$ cat config.mk
export PLATFORM = sky130hd
export DESIGN_NAME = raster_scheduler
export DESIGN_NICKNAME = d
export VERILOG_FILES = /design/src/rtl/raster_scheduler.sv
export SDC_FILE = /design/constraint.sdc
export NUM_CORES = 1
export LEC_CHECK = 0
export BUFFER_PORTS_ARGS = -buffer_cell sky130_fd_sc_hd__buf_2
export CORE_MARGIN = 3
export CORE_UTILIZATION = 41
export DETAILED_ROUTE_END_ITERATION = 10
export GPL_TIMING_DRIVEN = 0
export PLACE_DENSITY = 0.88
export SLEW_MARGIN = 10
export SYNTH_ARGS = -nofsm -noshare
export SYNTH_HDL_FRONTEND = slang
export SYNTH_SLANG_ARGS = --single-unit
export TNS_END_PERCENT = 30
$ cat constraint.sdc
create_clock -name aclk -period 1.9 [get_ports aclk]
set_input_delay 0.095 -clock aclk [delete_from_list [all_inputs] [get_ports aclk]]
set_output_delay 0.095 -clock aclk [all_outputs]
set_load 0.02 [all_outputs]
$ cat src/rtl/raster_scheduler.sv
// Raster scan sequencer for the pixel packer: owns the x/y counters, frame start/stop
// control and the per-frame source selection between two RGB generators.
module raster_scheduler #(
  parameter int unsigned X_SIZE = 640,
  parameter int unsigned Y_SIZE = 480,
  parameter int unsigned XW     = 10,
  parameter int unsigned YW     = 9
) (
  input  logic          aclk,
  input  logic          aresetn,
  input  logic          enable,
  input  logic          src_sel,
  input  logic [23:0]   src0_rgb,
  input  logic [23:0]   src1_rgb,
  input  logic          in_stream_ready,
  output logic [XW-1:0] x,
  output logic [YW-1:0] y,
  output logic [7:0]    r,
  output logic [7:0]    g,
  output logic [7:0]    b,
  output logic          valid,
  output logic          sof,
  output logic          eol,
  output logic          active_sel,
  output logic          busy,
  output logic          frame_done,
  output logic [15:0]   frame_count
);

  localparam logic StIdle = 1'b0;
  localparam logic StRun  = 1'b1;

  localparam logic [XW-1:0] XLast = XW'(X_SIZE - 1);
  localparam logic [YW-1:0] YLast = YW'(Y_SIZE - 1);

  logic          state_q, state_d;
  logic [XW-1:0] x_q, x_d;
  logic [YW-1:0] y_q, y_d;
  logic          active_sel_q, active_sel_d;
  logic          frame_done_q, frame_done_d;
  logic [15:0]   frame_count_q, frame_count_d;

  logic          run;
  logic          hs;
  logic          x_last;
  logic          y_last;
  logic [23:0]   rgb_mux;

  assign run    = (state_q == StRun);
  assign hs     = run & in_stream_ready;
  assign x_last = (x_q == XLast);
  assign y_last = (y_q == YLast);

  always_comb begin
    state_d       = state_q;
    x_d           = x_q;
    y_d           = y_q;
    active_sel_d  = active_sel_q;
    frame_done_d  = 1'b0;
    frame_count_d = frame_count_q;

    if (state_q == StIdle) begin
      x_d = '0;
      y_d = '0;
      if (enable) begin
        state_d      = StRun;
        active_sel_d = src_sel;
      end
    end else if (hs) begin
      if (!x_last) begin
        x_d = x_q + 1'b1;
      end else begin
        x_d = '0;
        if (!y_last) begin
          y_d = y_q + 1'b1;
        end else begin
          // Frame boundary: the only point where the source may change or streaming stop.
          y_d           = '0;
          frame_done_d  = 1'b1;
          frame_count_d = frame_count_q + 16'd1;
          if (enable) begin
            active_sel_d = src_sel;
          end else begin
            state_d = StIdle;
          end
        end
      end
    end
  end

  always_ff @(posedge aclk or negedge aresetn) begin
    if (!aresetn) begin
      state_q       <= StIdle;
      x_q           <= '0;
      y_q           <= '0;
      active_sel_q  <= 1'b0;
      frame_done_q  <= 1'b0;
      frame_count_q <= 16'd0;
    end else begin
      state_q       <= state_d;
      x_q           <= x_d;
      y_q           <= y_d;
      active_sel_q  <= active_sel_d;
      frame_done_q  <= frame_done_d;
      frame_count_q <= frame_count_d;
    end
  end

  assign rgb_mux = active_sel_q ? src1_rgb : src0_rgb;

  assign x           = x_q;
  assign y           = y_q;
  assign r           = rgb_mux[23:16];
  assign g           = rgb_mux[15:8];
  assign b           = rgb_mux[7:0];
  assign valid       = run;
  assign sof         = run & (x_q == '0) & (y_q == '0);
  assign eol         = run & x_last;
  assign busy        = run;
  assign active_sel  = active_sel_q;
  assign frame_done  = frame_done_q;
  assign frame_count = frame_count_q;

endmodule

==> run_results.csv, run 1 <==
group,metric,value,unit
synthesis,synth_fp_nets,292,
timing,slew_headroom,41.6,%
worst_setup_path,worstSetupStartpointType,"register",
worst_setup_path,cell_class_contributing_the_biggest_share_of_worst_path_delay,"simple AND/OR/NAND/NOR gates",
cells_and_area,antenna_cells,0,
synthesis,synth_top_area_cell,"dfrtp_1",
clock_tree,cts_sinks,38,
pwr,vdd_ir_drop_max,0.474,mV
floorplanning,initial_utilization,43.8,%
cells_and_area,num-nets-final,438,
clock_tree,cts_inserted_buffers,5,
worst_setup_path,setup.worst_path.start,"y[2]$_DFFE_PN0P_",
worst_setup_path,crit_cells,5,
detailed_routing,postRouteAntennaNets,0,
clock_tree,ctsRootBufferMaster,"clkbuf_8",
synthesis,synth_cell_types,49,
cells_and_area,n_fill_cell,390,
detailed_routing,drt_pre_antenna_iters,5,
min_path,worst_hold_path_type,"in2reg",
worst_setup_path,ff_to_ff_start,"y[2]$_DFFE_PN0P_",
timing,setup_skew_after_layout,6.32,ps
timing,timing_worst_slew_pin_value,875,ps
worst_setup_path,crit_arrival,2180,ps
grt,number_of_global_route_vias_before_repair,2391,
detailed_routing,dr.first_iter.drc_count,286,
timing,final_min_period_over_clock_period,105,%
worst_setup_path,crit_required,2080,ps
grt,antenna_found_initial,0,
worst_setup_path,worst_path_max_delay_cell,"dfrtp_1",
synthesis,yosysWarnings,0,
detailed_routing,routedWlPerCell,18.6,um
outcome,status,"finished, violations left",
floorplanning,num_io_pins,118,
placement,portBuffers,117,
timing,fmax,499,MHz
worst_setup_path,crit_reg_reg_endpoint,"frame_count[6]$_DFFE_PN0P_",
clock_tree,cts_buffer_depth,2,
floorplanning,die_width,81.3,um
synthesis,postSynthCellCount,234,
grt,globalRouteTotalUtil,22.9,%
timing,setup_slack,-103,ps
worst_setup_path,combined_buffer_and_inverter_count_along_the_critical_path,1,
run,number_of_maximum_capacitance_constraint_violations,0,
grt,grt_first_pass_wirelength,11600,um
floorplanning,die_ar,0.00661,sq mm
clock_tree,cts_tree,"built",
synthesis,synth-edff-count,0,
cells_and_area,areaGrowthSynthToFinish,52.7,%
floorplanning,rows,26,
timing,finalCriticalPeriod,2000,ps
worst_setup_path,worst_path_cell_trace,"nand4_1 -> buf_4 -> or3_1 -> or3_1 -> xnor2_1",
placement,routabilityCongestion,0.868,
detailed_routing,viasPerCell,5.90,
clock_tree,clkLatencyLatePin,300,ps
synthesis,postSynthRegisterBits,38,
clock_tree,cts.clk_slew.worst_paths,80,ps
clock_tree,clock_tree.htree_level_count,2,
cells_and_area,drive_gt1_share,59.1,%
timing,final_hold_viol_count,0,
worst_setup_path,cp-end-kind,"register",
worst_setup_path,worst_setup_path_endpoint,"frame_count[6]$_DFFE_PN0P_",
synthesis,post_synth.cell_area_avg,9.93,sq um
cells_and_area,layout.cells.most_common_list,"buf_2, dfrtp_1, mux2_2",
floorplanning,placeableCoreArea,0.00530,sq mm
timing,grt_setup_unrepaired,"yes",
placement,place_hpwl,5060,um
grt,maximum_number_of_pins_on_one_net_before_global_route_repair,39,
synthesis,top_cells_by_area_synth,"dfrtp_1, mux2_2, xnor2_1",
pwr,static-leakage-power,1.68,nW
grt,gr-total-overflow,0,
pwr,finalPower,2.39,mW
detailed_routing,num_vias,2661,
cells_and_area,final_cells,451,
cells_and_area,layout.cells.most_common,"buf_2",
detailed_routing,remaining_drc_errors,0,
detailed_routing,routed_wirelength,8370,um
worst_setup_path,critPathMaxFanout,8,
synthesis,synth.yosys.seq_area_share,40.9,%
synthesis,share_of_async_settable_or_async_resettable_flops_after_synthesis,100,%
floorplanning,chipHeight,81.3,um
worst_setup_path,critical_path.max_stage_delay,520,ps
synthesis,synth_area,0.00232,sq mm
worst_setup_path,reg2reg_depth,5,
timing,timing.final.max_slew_violations,0,
pwr,p_per_area,672,mW/mm^2
worst_setup_path,worst-r2r-setup-slack,-100,ps
outcome,failed_checks,"negative setup slack",
synthesis,top_ff_cell_synth,"dfrtp_1",
timing,report.final.setup_viol,12,
placement,placed_cells,421,
worst_setup_path,critical-path-top-cell-by-count,"or3_1",
worst_setup_path,classification_of_the_worst_setup_path,"reg2reg",
synthesis,synth.top_cell.area_share,40.9,%
sequential cells by signal, summed over array words and instances, names as in the netlist:
register,cells
frame_done,1
active_sel,1
y,9
frame_count,16
busy,1
x,10
Yosys cell counts, types with 2 or more instances:
master / count
dfrtp_1: 38
mux2_2: 25
xnor2_1: 18
nand3_1: 15
nand2_1: 13
nand4_1: 12
nor2_1: 12
a21oi_1: 7
inv_1: 7
nor3_1: 7
and3_1: 6
clkbuf_1: 5
ha_1: 5
nor4_1: 5
nand2b_1: 4
o31ai_1: 4
or3_1: 4
or4_1: 4
xor2_1: 4
and4_1: 3
o21ai_0: 3
and2_1: 2
buf_1: 2
clkbuf_2: 2
nand4b_1: 2
o211ai_1: 2
per-stage QoR:
step                      cell area, sq um  util, %  hold WS [ps]  setup TNS [ps]  setup slack [ps]
after floorplan                       2350        -          -201            -967              -233
after global placement                3020     57.0           243           -6850              -400
after detailed placement              3020     57.0           253           -8230              -492
after CTS                             3380     63.8          14.5            -162             -86.6
after global routing                  3550     66.9          6.90           -1950              -137
final                                 3550     66.9          12.8            -697              -103
timing repair:
action                                  4_1_cts  5_1_grt
endpoints found under the setup margin       53       42
hold buffers                                  1        0
setup buffers                                16        8
pin swaps                                     5       10
cloned                                        1        0
resized for setup                            27       26
endpoints found under the hold margin        38        0
routing by layer:
metal	vias to the layer above	global-route usage [%]	share of wire [%]
li1	1151	-	-
met1	1285	26.3	37
met2	186	40.6	49
met3	39	5.76	9.9
met4	0	8.78	4.0
met5	-	0	0
final cells by class:
cell class | count | area, sq um | share of cell area (%)
tap | 70 | 87.6 | 2.47
clock inverter | 2 | 60.1 | 1.69
sequential | 38 | 963 | 27.2
inverter | 8 | 36.3 | 1.02
clock buffer | 6 | 82.6 | 2.33
multi-input combinational | 176 | 1450 | 40.8
buffer | 8 | 71.3 | 2.01
timing repair buffer | 143 | 801 | 22.6
worst min-delay path by stage:
stage               cells after the start  slack, ps  startpoint                endpoint
detailed placement                      1        250     aresetn        x[2]$_DFFE_PN0N_
global route                            2          7      enable          busy$_DFF_PN0_
CTS                                     2         10      enable          busy$_DFF_PN0_
global placement                        1        240     aresetn        x[2]$_DFFE_PN0N_
floorplan                               0       -200     aresetn  active_sel$_DFFE_PN0P_
finish                                  2         10      enable          busy$_DFF_PN0_
worst register-to-register path: cells and delay by family (launching register included):
family        cells  cell delay, ps
simple gates      3            1010
buf+inv           1             220
xor+xnor          1             140
flops             1             520
cell families (layout without fill, tap and decap cells):
group	count (synthesis)	after routing	share of synthesized area (%)
buffers and inverters	20	167	3.88
adders and majority gates	5	5	2.69
muxes	25	25	12.1
DFF	38	38	40.9
xor gates and xnor gates	22	22	8.29
and+or+nand+nor	99	99	25.0
AOI/OAI and AO/OA	25	25	7.05
power by group:
part | leakage [nW] | switching (mW) | internal, mW
Sequential | 0.489 | 0.0852 | 0.866
Clock | 0.0714 | 0.310 | 0.560
Combinational | 1.12 | 0.309 | 0.256
Total | 1.68 | 0.704 | 1.68
Power figures use the tool's default switching activity.
==> run 2: changes to the inputs <==
--- a/config.mk
+++ b/config.mk
@@ -13,2 +13,3 @@
 export PLACE_DENSITY = 0.88
+export RECOVER_POWER = 100
 export SLEW_MARGIN = 10
@@ -17,2 +18 @@
 export SYNTH_SLANG_ARGS = --single-unit
-export TNS_END_PERCENT = 30
==> constraint.sdc (replaced) <==
create_clock -name aclk -period 1.9 [get_ports aclk]
set_input_delay 0.57 -clock aclk [delete_from_list [all_inputs] [get_ports aclk]]
set_output_delay 0.57 -clock aclk [all_outputs]
set_load 0.02 [all_outputs]
==> run 2 against run 1 <==
Die area unchanged. Setup slack got worse by 200 ps. Clock-buffer cell count decreased by 1. Combinational power increased by 7.1%. Register-to-register slack got worse by 97 ps. Non-clock buffer count increased by 12. Critical path depth unchanged. The run still ends with negative setup slack left. Maximum frequency decreased by 8.9%. Via count decreased by 0.64%. Sequential power decreased by 0.5%. Cell area increased by 10%. Routed wire length increased by 5.7%.
==> run_results.csv, run 2 (synthesized netlist as in run 1, its figures left out) <==
group,metric,value,unit
pwr,vdd_ir_drop_max,0.664,mV
cells_and_area,layout.cells.most_common_list,"buf_2, buf_4, buf_6",
detailed_routing,postRouteAntennaNets,0,
worst_setup_path,worst_path_max_delay_cell,"dfrtp_2",
timing,timing.final.max_slew_violations,0,
clock_tree,clock_tree.htree_level_count,2,
clock_tree,clkLatencyLatePin,290,ps
cells_and_area,final_cells,463,
pwr,static-leakage-power,1.81,nW
floorplanning,placeableCoreArea,0.00530,sq mm
clock_tree,cts_sinks,38,
placement,preCtsSetupSlack,-653,ps
cells_and_area,num-nets-final,450,
placement,routabilityCongestion,0.865,
cells_and_area,drive_gt1_share,57.0,%
worst_setup_path,worst_path_cell_trace,"clkbuf_8 -> nor4_4 -> nand3_2 -> nor3_4 -> buf_6",
outcome,status,"finished, violations left",
clock_tree,cts_buffer_depth,2,
detailed_routing,routed_wirelength,8850,um
cells_and_area,final_core_utilization,73.8,%
timing,report.final.setup_viol,53,
worst_setup_path,classification_of_the_worst_setup_path,"reg2out",
timing,slew_headroom,34.3,%
timing,final_min_period_over_clock_period,116,%
detailed_routing,num_vias,2644,
floorplanning,die_ar,0.00661,sq mm
cells_and_area,n_fill_cell,312,
grt,globalRouteTotalUtil,24.8,%
grt,number_of_global_route_vias_before_repair,2634,
worst_setup_path,cp-end-kind,"output port",
floorplanning,num_io_pins,118,
timing,final_hold_viol_count,0,
outcome,failed_checks,"negative setup slack",
detailed_routing,dr.first_iter.drc_count,212,
pwr,p_per_area,571,mW/mm^2
detailed_routing,viasPerCell,5.71,
worst_setup_path,critical_path.max_stage_delay,410,ps
worst_setup_path,critPathMaxFanout,7,
placement,place_hpwl,5000,um
grt,grt_first_pass_wirelength,12700,um
cells_and_area,areaGrowthSynthToFinish,68.3,%
timing,timing_worst_slew_pin_value,986,ps
cells_and_area,antenna_cells,0,
floorplanning,die_width,81.3,um
grt,gr-total-overflow,0,
detailed_routing,remaining_drc_errors,0,
timing,setup_slack,-299,ps
timing,setup_skew_after_layout,5.34,ps
clock_tree,cts_tree,"built",
worst_setup_path,crit_required,1330,ps
floorplanning,initial_utilization,43.8,%
min_path,worst_hold_path_type,"in2async",
floorplanning,chipHeight,81.3,um
floorplanning,rows,26,
clock_tree,cts.clk_slew.worst_paths,80,ps
placement,placed_cells,421,
grt,antenna_found_initial,0,
cells_and_area,flip_flop_count_of_the_largest_register_after_layout,16,
placement,postPlaceCellArea,0.00305,sq mm
worst_setup_path,crit_arrival,1630,ps
grt,maximum_number_of_pins_on_one_net_before_global_route_repair,39,
detailed_routing,routedWlPerCell,19.1,um
run,number_of_maximum_capacitance_constraint_violations,0,
cells_and_area,layout.cells.most_common,"buf_2",
cells_and_area,design_area,0.00391,sq mm
clock_tree,cts_inserted_buffers,5,
timing,grt_setup_unrepaired,"yes",
placement,portBuffers,117,
timing,finalCriticalPeriod,2200,ps
detailed_routing,drt_pre_antenna_iters,6,
worst_setup_path,worstSetupStartpointType,"register",
clock_tree,ctsRootBufferMaster,"clkbuf_8",
timing,fmax,455,MHz
timing,timing.setup.tns,-6910,ps
[run 2: cell types whose count changed in the layout (fill, tap and decap cells not counted), moves of 3 or more]
cell	change
buf_8	+3
mux2_2	-24
buf_2	-41
mux2_4	+24
nor4_4	+3
buf_6	+23
clkbuf_1	+14
buf_4	+11
[run 2: path summary, 6_finish.rpt]
check                                              end  depth (start not counted)  slack, ps                         from
setup / recovery                                   sof                          5       -300             x[3]$_DFFE_PN0N_
hold / removal                        x[9]$_DFFE_PN0N_                          1        420                      aresetn
setup reg to reg                      y[5]$_DFFE_PN0P_                          5       -200             x[7]$_DFFE_PN0N_
hold reg to reg            frame_count[15]$_DFFE_PN0P_                          1        490  frame_count[15]$_DFFE_PN0P_
max in group asynchronous             y[6]$_DFFE_PN0P_                          1        800                      aresetn
min in group aclk          frame_count[15]$_DFFE_PN0P_                          1        490  frame_count[15]$_DFFE_PN0P_
[run 2: cell type report]
class	instances	area [sq um]	area share (%)
inverter	8	35.0	0.896
tap	70	87.6	2.24
multi-input combinational	176	1540	39.4
clock buffer	5	68.8	1.76
buffer	9	121	3.10
timing repair buffer	154	1050	26.9
clock inverter	3	40.0	1.02
sequential	38	966	24.7
[run 2: critical path, delay by kind of cell (launching register included)]
kind,cells,cell delay (ps)
buf+inv,2,310
flops,1,410
simple gates,3,620
[run 2: power by group]
part           internal [mW]  total, mW  switching [mW]
sequential             0.866      0.946          0.0804
combinational          0.279      0.605           0.326
clock                  0.386      0.682           0.296
total                   1.53       2.23           0.702
[run 2: timing repair]
action,4_1_cts,5_1_grt
resized for setup,98,33
gates cloned,3,0
hold buffers,0,0
setup buffers,30,5
pin swaps,10,6
setup endpoints to repair,58,53
[run 2: metrics by stage]
stage / hold slack [ps] / total power, mW
final: 424 / 2.23
after global routing: 501 / 2.32
after CTS: 413 / 2.16
after detailed placement: 465 / 1.41
after global placement: 462 / 1.40
after floorplan: 274 / 1.23
[run 2: metal layers]
metal / vias to the layer above / GRT usage, % / part of all wire [%]
li1: 1172 / - / -
met1: 1269 / 28.3 / 36
met2: 172 / 46.0 / 52
met3: 31 / 3.55 / 9.1
met4: 0 / 9.46 / 2.3
met5: - / 0 / 0
